==> src/rtl/companion_action_scheduler.sv <==
// Sole writer of the companion stats: arbitrates user care actions against decay ticks
// and runs the exec/exec_status handshake with the external action executor.
module companion_action_scheduler #(
  parameter int CLOCK_FREQ   = 125_000_000,
  parameter int EXEC_TIMEOUT = CLOCK_FREQ * 2,
  parameter int STAT_MAX     = 100,
  parameter int ACTION_GAIN  = 10,
  parameter int DECAY_STEP   = 1
) (
  input  logic        clk,
  input  logic        rst,
  input  logic        action_req,
  input  logic [1:0]  action_sel,
  input  logic        decay_tick,
  input  logic        exec_status,
  output logic        exec,
  output logic [1:0]  active_sel,
  output logic        busy,
  output logic        timeout_err,
  output logic [31:0] happiness,
  output logic [31:0] hunger,
  output logic [31:0] health,
  output logic [31:0] clean
);

  typedef enum logic [2:0] {IDLE, DECAY, EXEC, RELEASE, APPLY} state_t;

  localparam int TW = $clog2(EXEC_TIMEOUT + 1);
  localparam logic [TW-1:0]      TMR_LAST = TW'(EXEC_TIMEOUT - 1);
  localparam logic signed [32:0] SMAX     = 33'(STAT_MAX);
  localparam logic signed [32:0] GAIN     = 33'(ACTION_GAIN);
  localparam logic signed [32:0] DSTEP    = 33'(DECAY_STEP);
  localparam logic signed [32:0] DSTEP2   = 33'(2 * DECAY_STEP);
  localparam logic [31:0]        SMAX32   = 32'(STAT_MAX);

  state_t        state;
  logic [2:0]    decay_cnt;
  logic          pend_valid;
  logic [1:0]    pend_sel;
  logic [TW-1:0] tmr;

  logic          decay_go;
  logic          consume_direct;
  logic [31:0]   dcy_hap, dcy_hun, dcy_hea, dcy_cln;
  logic [31:0]   act_hap, act_hun, act_hea, act_cln;

  function automatic logic signed [32:0] ext(input logic [31:0] s);
    return $signed({1'b0, s});
  endfunction

  function automatic logic [31:0] sat(input logic signed [32:0] v);
    logic [31:0] r;
    if (v < 33'sd0)
      r = '0;
    else if (v > SMAX)
      r = SMAX32;
    else
      r = v[31:0];
    return r;
  endfunction

  assign exec = (state == EXEC);
  assign busy = (state != IDLE);

  assign decay_go       = (decay_cnt != 3'd0) || decay_tick;
  assign consume_direct = (state == IDLE) && !decay_go && !pend_valid && action_req;

  always_comb begin
    dcy_hap = sat(ext(happiness) - DSTEP);
    dcy_hun = sat(ext(hunger) + DSTEP);
    dcy_cln = sat(ext(clean) - DSTEP);
    // Starving or filthy companions lose health twice as fast.
    dcy_hea = sat(ext(health) - (((hunger == SMAX32) || (clean == 32'd0)) ? DSTEP2 : DSTEP));

    act_hap = happiness;
    act_hun = hunger;
    act_hea = health;
    act_cln = clean;
    case (active_sel)
      2'd0: act_hun = sat(ext(hunger) - GAIN);
      2'd1: begin
        act_hap = sat(ext(happiness) + GAIN);
        act_hun = sat(ext(hunger) + DSTEP);
      end
      2'd2: act_hea = sat(ext(health) + GAIN);
      default: act_cln = SMAX32;
    endcase
  end

  always_ff @(posedge clk or negedge rst) begin
    if (!rst) begin
      state       <= IDLE;
      decay_cnt   <= 3'd0;
      pend_valid  <= 1'b0;
      pend_sel    <= 2'd0;
      tmr         <= '0;
      active_sel  <= 2'd0;
      timeout_err <= 1'b0;
      happiness   <= SMAX32;
      hunger      <= 32'd0;
      health      <= SMAX32;
      clean       <= SMAX32;
    end else begin
      timeout_err <= 1'b0;

      // A tick coinciding with a DECAY cycle cancels out.
      if (decay_tick && (state != DECAY)) begin
        if (decay_cnt != 3'd7)
          decay_cnt <= decay_cnt + 3'd1;
      end else if (!decay_tick && (state == DECAY)) begin
        decay_cnt <= decay_cnt - 3'd1;
      end

      if (action_req && !pend_valid && !consume_direct) begin
        pend_valid <= 1'b1;
        pend_sel   <= action_sel;
      end

      case (state)
        IDLE: begin
          if (decay_go) begin
            state <= DECAY;
          end else if (pend_valid || action_req) begin
            state      <= EXEC;
            active_sel <= pend_valid ? pend_sel : action_sel;
            pend_valid <= 1'b0;
            tmr        <= '0;
          end
        end
        DECAY: begin
          happiness <= dcy_hap;
          hunger    <= dcy_hun;
          health    <= dcy_hea;
          clean     <= dcy_cln;
          state     <= IDLE;
        end
        EXEC, RELEASE: begin
          if (tmr == TMR_LAST) begin
            state       <= IDLE;
            timeout_err <= 1'b1;
          end else begin
            tmr <= tmr + TW'(1);
            if ((state == EXEC) && exec_status)
              state <= RELEASE;
            else if ((state == RELEASE) && !exec_status)
              state <= APPLY;
          end
        end
        APPLY: begin
          happiness <= act_hap;
          hunger    <= act_hun;
          health    <= act_hea;
          clean     <= act_cln;
          state     <= IDLE;
        end
        default: state <= IDLE;
      endcase
    end
  end

endmodule

==> config.mk <==
export PLATFORM = sky130hd
export DESIGN_NAME = companion_action_scheduler
export DESIGN_NICKNAME = d
export VERILOG_FILES = /design/src/rtl/companion_action_scheduler.sv
export SDC_FILE = /design/constraint.sdc
export NUM_CORES = 1
export LEC_CHECK = 0
export CAP_MARGIN = 0
export CORE_MARGIN = 3
export CORE_UTILIZATION = 40
export CTS_CLUSTER_SIZE = 40
export DETAILED_ROUTE_END_ITERATION = 12
export PLACE_DENSITY_LB_ADDON = 0.12
export SETUP_SLACK_MARGIN = 0.4
export SLEW_MARGIN = 20
export SYNTH_ARGS = -nofsm -noshare
export SYNTH_HDL_FRONTEND = slang
export SYNTH_SLANG_ARGS = --single-unit
export TNS_END_PERCENT = 100
==> constraint.sdc <==
create_clock -name clk -period 8.45 [get_ports clk]
set_clock_uncertainty 0.05 [all_clocks]
set_input_delay 2.535 -clock clk [delete_from_list [all_inputs] [get_ports clk]]
set_output_delay 2.535 -clock clk [all_outputs]
set_load 0.05 [all_outputs]
==> qor.csv <==
metric,value,unit
run status,completed,
Post-Syn Area,11440,um2
Final #Nets,1461,
Mapped Cells,1345,
clock root cell,clkbuf_16,
Die ar.,30670,um2
number of global-route vias before repair,9783,
"Reg clk slew, reported paths",0.07,ns
power per cell area,271.7,nW/um2
Slew @ Worst Pin,1.061,ns
final setup fails,0,
flop and latch count out of synthesis,168,
Detailed Routing Iterations Pass 1,5,
TritonCTS clock tree,built,
worst vdd ir,0.1445,mV
clock insertion delay at the later pin of the skew report,0.44,ns
largest net degree at the start of global routing,107,
share of cells above drive strength 1,0.07459,
setup_tns,0,ns
clock buffer depth,2,
DP Cell Count,1793,
total core area,28010,um2
clock sinks,168,
worst min-delay path class,register to register,
Die Y-Extent,175.1,um
drt total wl,31810,um
async set-reset flop share out of synthesis,1.000,
Final Critical Period,5.578,ns
initial antenna violation count,0,
Post-DRT Antenna Nets,0,
Synth Flop Type,dfrtp_1,
Highest Clock Rate,179.3,MHz
Post-synth EDFFs,0,
Final Hold Vio Count,0,
RSZ-0062 raised after global routing,false,
fin cells,1826,
IO Port Bufs,139,
Synth area leader,dfrtp_1,
Vias per Instance,5.862,
Cell variety after synth,96,
DR iter-0 viols,803,
"Period Utilization, post-route",0.6601,
Placed Instance Area,13020,um2
routability cong.,0.8770,
Synth top area share,0.3478,
CP Max Fanout,11,
final non-filler cell area,13650,um2
max_slew headroom,0.2871,
Boundary Pins,140,
Initial Utilization,0.4084,
Synth-to-Final Area Change,19.33,%
crit path capture type,register,
hold slack,0.4677,ns
Critical Path RT,8.76,ns
GRT Util Overall,0.2059,
Max Transition Viols Final,0,
ant diodes,0,
row count,61,
MaxCap Viol Count,0,
Syn Nets,1371,
grt ovf,0,
Setup CP Type,input pin to register,
Leak,5.568,nW
Post CTS Setup Buffer Count,0,
DRC Markers,0,
Synth Warn #,0,
DIE WIDTH,175.1,um
Mean Syn Cell Area,8.505,um2
"Hold-fix buffers, CTS",0,
global-route wire length before repair,52290,um
sequential share of the synthesized area,0.3685,
post_cts resized,0,
synth top area cells,"dfrtp_1, and2_1, nor2_1",
Vias,10704,
total CTS buffers,17,
WL per Instance,17.42,um
H-tree depth,4,
crit start category,input pin,
crit path DAT,5.88,ns
post-DP HPWL,22750,um
where the power goes:
group	internal [mW]	total, mW	switching [mW]
Clock	0.401	0.790	0.389
Combinational	0.621	1.76	1.14
Sequential	0.925	1.16	0.233
Total	1.95	3.71	1.76
worst paths after layout:
| path | from | to | slack, ns | cells past startpoint |
|---|---|---|---|---|
| worst max-delay path | decay_tick | tmr[27] | 2.87 | 9 |
| worst min-delay path | pend_sel[0] | pend_sel[0] | 0.47 | 1 |
| worst max register to register | clean[0] | health[5] | 3.58 | 15 |
| worst min register to register | pend_sel[0] | pend_sel[0] | 0.47 | 1 |
| max in group asynchronous | rst | clean[16] | 4.84 | 3 |
| min in group asynchronous | rst | clean[1] | 1.98 | 1 |
stage by stage:
| step | setup slack, ns | power [mW] | utilization |
|---|---|---|---|
| floorplan | 3.349 | 2.422 | - |
| global placement | 2.562 | 2.900 | 0.4650 |
| detailed placement | 2.438 | 2.924 | 0.4650 |
| CTS | 2.885 | 3.733 | 0.4864 |
| global route | 2.565 | 3.989 | 0.4873 |
| finish | 2.872 | 3.709 | 0.4873 |
flip-flops by register name, summed over array words and instances (netlist names):
| name | flops |
|---|---|
| active_sel | 2 |
| pend_valid | 1 |
| clean | 32 |
| state | 3 |
| health | 32 |
| happiness | 32 |
| decay_cnt | 3 |
| tmr | 28 |
| timeout_err | 1 |
| pend_sel | 2 |
| hunger | 32 |
metal layers:
layer  track usage  up-vias  wire length [um]
met5             0        -                 0
met2        0.3196      295             14550
li1              -     5161                 -
met4       0.05352        0               441
met3       0.03303       35              1518
met1        0.2995     5213             15300
synthesized netlist by cell type, types with 7 or more instances:
cell       count
a31oi_1       17
nor2b_1       12
nor3_1        47
and4_1         7
dfrtp_1      159
or3_1         19
a211oi_1       8
mux2i_1        9
xor2_1        27
inv_1         34
or2_2          9
or4_1         16
nand2_1      101
a21oi_1       69
o2111ai_1      7
a221oi_1       7
dfstp_2        9
and3_1        23
o22ai_1       10
and2_1       103
a22oi_1        7
clkbuf_1      68
nor4_1        39
nand3_1       59
nand4_1       34
o31ai_1        9
nor4b_1        7
xnor2_1       19
a211o_1        8
ha_1          18
nor2_1       129
nand2b_1      18
nand3b_1       9
o21ai_0       53
mux2_2        10
cells in the final DEF, fill, tap and decap left out, types with 10 or more instances in the layout:
cell type | Yosys | routed
a21oi_1 | 69 | 68
a31oi_1 | 17 | 16
and2_1 | 103 | 103
and3_1 | 23 | 23
buf_4 | 1 | 11
clkbuf_16 | 0 | 17
clkdlybuf4s50_1 | 0 | 138
dfrtp_1 | 159 | 159
ha_1 | 18 | 18
inv_1 | 34 | 34
mux2_2 | 10 | 10
nand2_1 | 101 | 101
nand2b_1 | 18 | 18
nand3_1 | 59 | 59
nand4_1 | 34 | 34
nor2_1 | 129 | 128
nor2b_1 | 12 | 12
nor3_1 | 47 | 46
nor4_1 | 39 | 39
o21ai_0 | 53 | 53
o22ai_1 | 10 | 10
or3_1 | 19 | 19
or4_1 | 16 | 16
xnor2_1 | 19 | 19
xor2_1 | 27 | 27
layout make-up:
class | count | area (um2)
fillers | 2747 | 14360
multi-input cells | 1063 | 6733
flip-flops and latches | 168 | 4215
repair buffers | 151 | 1503
well taps | 378 | 473.0
clock buffers | 17 | 425.4
clock inverters | 15 | 173.9
inverters | 34 | 127.6
cell families after synthesis:
kind of cell / share of synthesized area
compound gates: 0.1846
xor+xnor: 0.03522
fa+ha+maj: 0.02144
buf+inv: 0.04451
flops: 0.3685
mux: 0.01772
simple gates: 0.3280
critical path: stages:
cell	delay, ns
clkdlybuf4s50_1	0.58
or4_1	0.56
nor2_1	0.28
o21ai_0	0.21
and2_0	0.26
nor4_1	0.51
nand3_1	0.37
or3_1	0.43
a21oi_1	0.14
Note: power is estimated with default switching activity, not from simulation.
==> RTL change (same settings) <==
Re-encode `state_t` (5 states) as one-hot, 5 bits wide.
--- a/src/rtl/companion_action_scheduler.sv
+++ b/src/rtl/companion_action_scheduler.sv
@@ -24,5 +24,5 @@
 );
 
-  typedef enum logic [2:0] {IDLE, DECAY, EXEC, RELEASE, APPLY} state_t;
+  typedef enum logic [4:0] {IDLE = 5'b00001, DECAY = 5'b00010, EXEC = 5'b00100, RELEASE = 5'b01000, APPLY = 5'b10000} state_t;
 
   localparam int TW = $clog2(EXEC_TIMEOUT + 1);
Formal check against the unedited RTL: same outputs for any inputs over 4 cycles, from zero or initial values and one cycle with rst low; so few cycles prove little.
==> RTL change against the unedited design <==
- area after synthesis rose by 1.8%
- die area rose by 1.8%
- design area rose by 1.6%
- routed wire length rose by 6.1%
- power fell by 17%
- cell count rose by 2.2%
- worst setup slack got worse by 0.12 ns
- sequential cell count rose by 2
==> RTL change: results (changes against the unedited design) <==
Timing
  • Fin crit period: 5.70 ns (was 5.58 ns)
  • Slew @ Worst Pin: 1.08 ns (was 1.06 ns)

Yosys
  • Post-synthesis adder-cell area fraction: 2.11% (was 2.14%)
  • Syn_nets: 1408 (was 1371)
  • Mapped Avg Cell Area: 8.43 sq um (was 8.51 sq um)
  • Register area share after synthesis: 36.6% (was 36.8%)

Routing
  • Final WL: 33.8 mm (was 31.8 mm)
  • DR iter-0 viols: 1049 (was 803)
  • Via count: 11000 (was 10700)
  • DR WL met3: 1.45 mm (was 1.52 mm)
  • Routed met2 length: 15.5 mm (was 14.6 mm)

Setup path
  • CP arrival: 6.00 ns (was 5.88 ns)
  • Slowest-stage cell, CP: or3b_2 (was clkdlybuf4s50_1)
  • Crit path max fanout: 33 (was 11)

Cells and area
  • Final-layout fill cell count: 2701 (was 2747)
  • Layout cells sized above 1: 6.99% (was 7.46%)
  • Nets: 1500 (was 1461)

Global routing
  • First-pass GRT wire length: 55.9 mm (was 52.3 mm)
  • Antenna violations before repair: 1 (was 0)
  • Met3 Use GR: 2.55% (was 3.30%)
  • Largest net degree at the start of global routing: 76 (was 107)
  • GR Util All Layers: 21.7% (was 20.6%)

Outcome
  • Outcome: completed (unchanged)

Power and ir drop
  • Max VDD drop: 0.000172 V (was 0.000145 V)
  • P_leak: 5.77 nW (was 5.57 nW)

Placement
  • Worst Setup Slack post-DPL: 2.31 ns (was 2.44 ns)
  • DP HPWL: 23.9 mm (was 22.8 mm)
  • Placed Instances: 1833 (was 1793)
  • Final Wtd Congestion: 0.892 (was 0.877)
## RTL change: logic make-up after synthesis
kind of cell | Yosys count
adder cells (fa/ha/maj) | 19
flip-flops | 170
AO/OA/AOI/OAI | 299
XOR/XNOR | 46
multiplexers | 22
AND/OR/NAND/NOR | 702
buffers and inverters | 124
## RTL change: report_power, final
group | total (mW) | internal (mW) | switching (mW)
combinational | 1.17 | 0.436 | 0.732
clock | 0.784 | 0.436 | 0.348
sequential | 1.14 | 0.915 | 0.224
total | 3.09 | 1.79 | 1.30
## RTL change: final timing paths
check	from	endpoint	cells past startpoint
max	decay_tick	tmr[25]	10
min reg2reg	pend_sel[1]	pend_sel[1]	1
min in group asynchronous	rst	clean[8]	1
max reg2reg	hunger[12]	health[0]	14
min	pend_sel[1]	pend_sel[1]	1
max in group asynchronous	rst	state[1]	2
## RTL change: area by class of cell
class / count / area share [%]
Clock buffer: 22 / 3.42
Timing Repair Buffer: 149 / 10.6
Tap cell: 378 / 3.41
Inverter: 48 / 1.30
Antenna cell: 1 / 0.0180
Clock inverter: 10 / 0.767
Multi-Input combinational cell: 1088 / 49.8
Sequential cell: 170 / 30.8
## RTL change: metrics by stage
| step | power [mW] | utilization (%) | area, sq um | hold WS, ns |
|---|---|---|---|---|
| after floorplan | 1.97 | - | 11600 | 0.430 |
| after global placement | 2.30 | 47.1 | 13300 | 0.438 |
| after detailed placement | 2.31 | 47.1 | 13300 | 0.446 |
| after CTS | 3.11 | 49.1 | 13900 | 0.461 |
| after global routing | 3.30 | 49.1 | 13900 | 0.486 |
| final | 3.09 | 49.1 | 13900 | 0.455 |
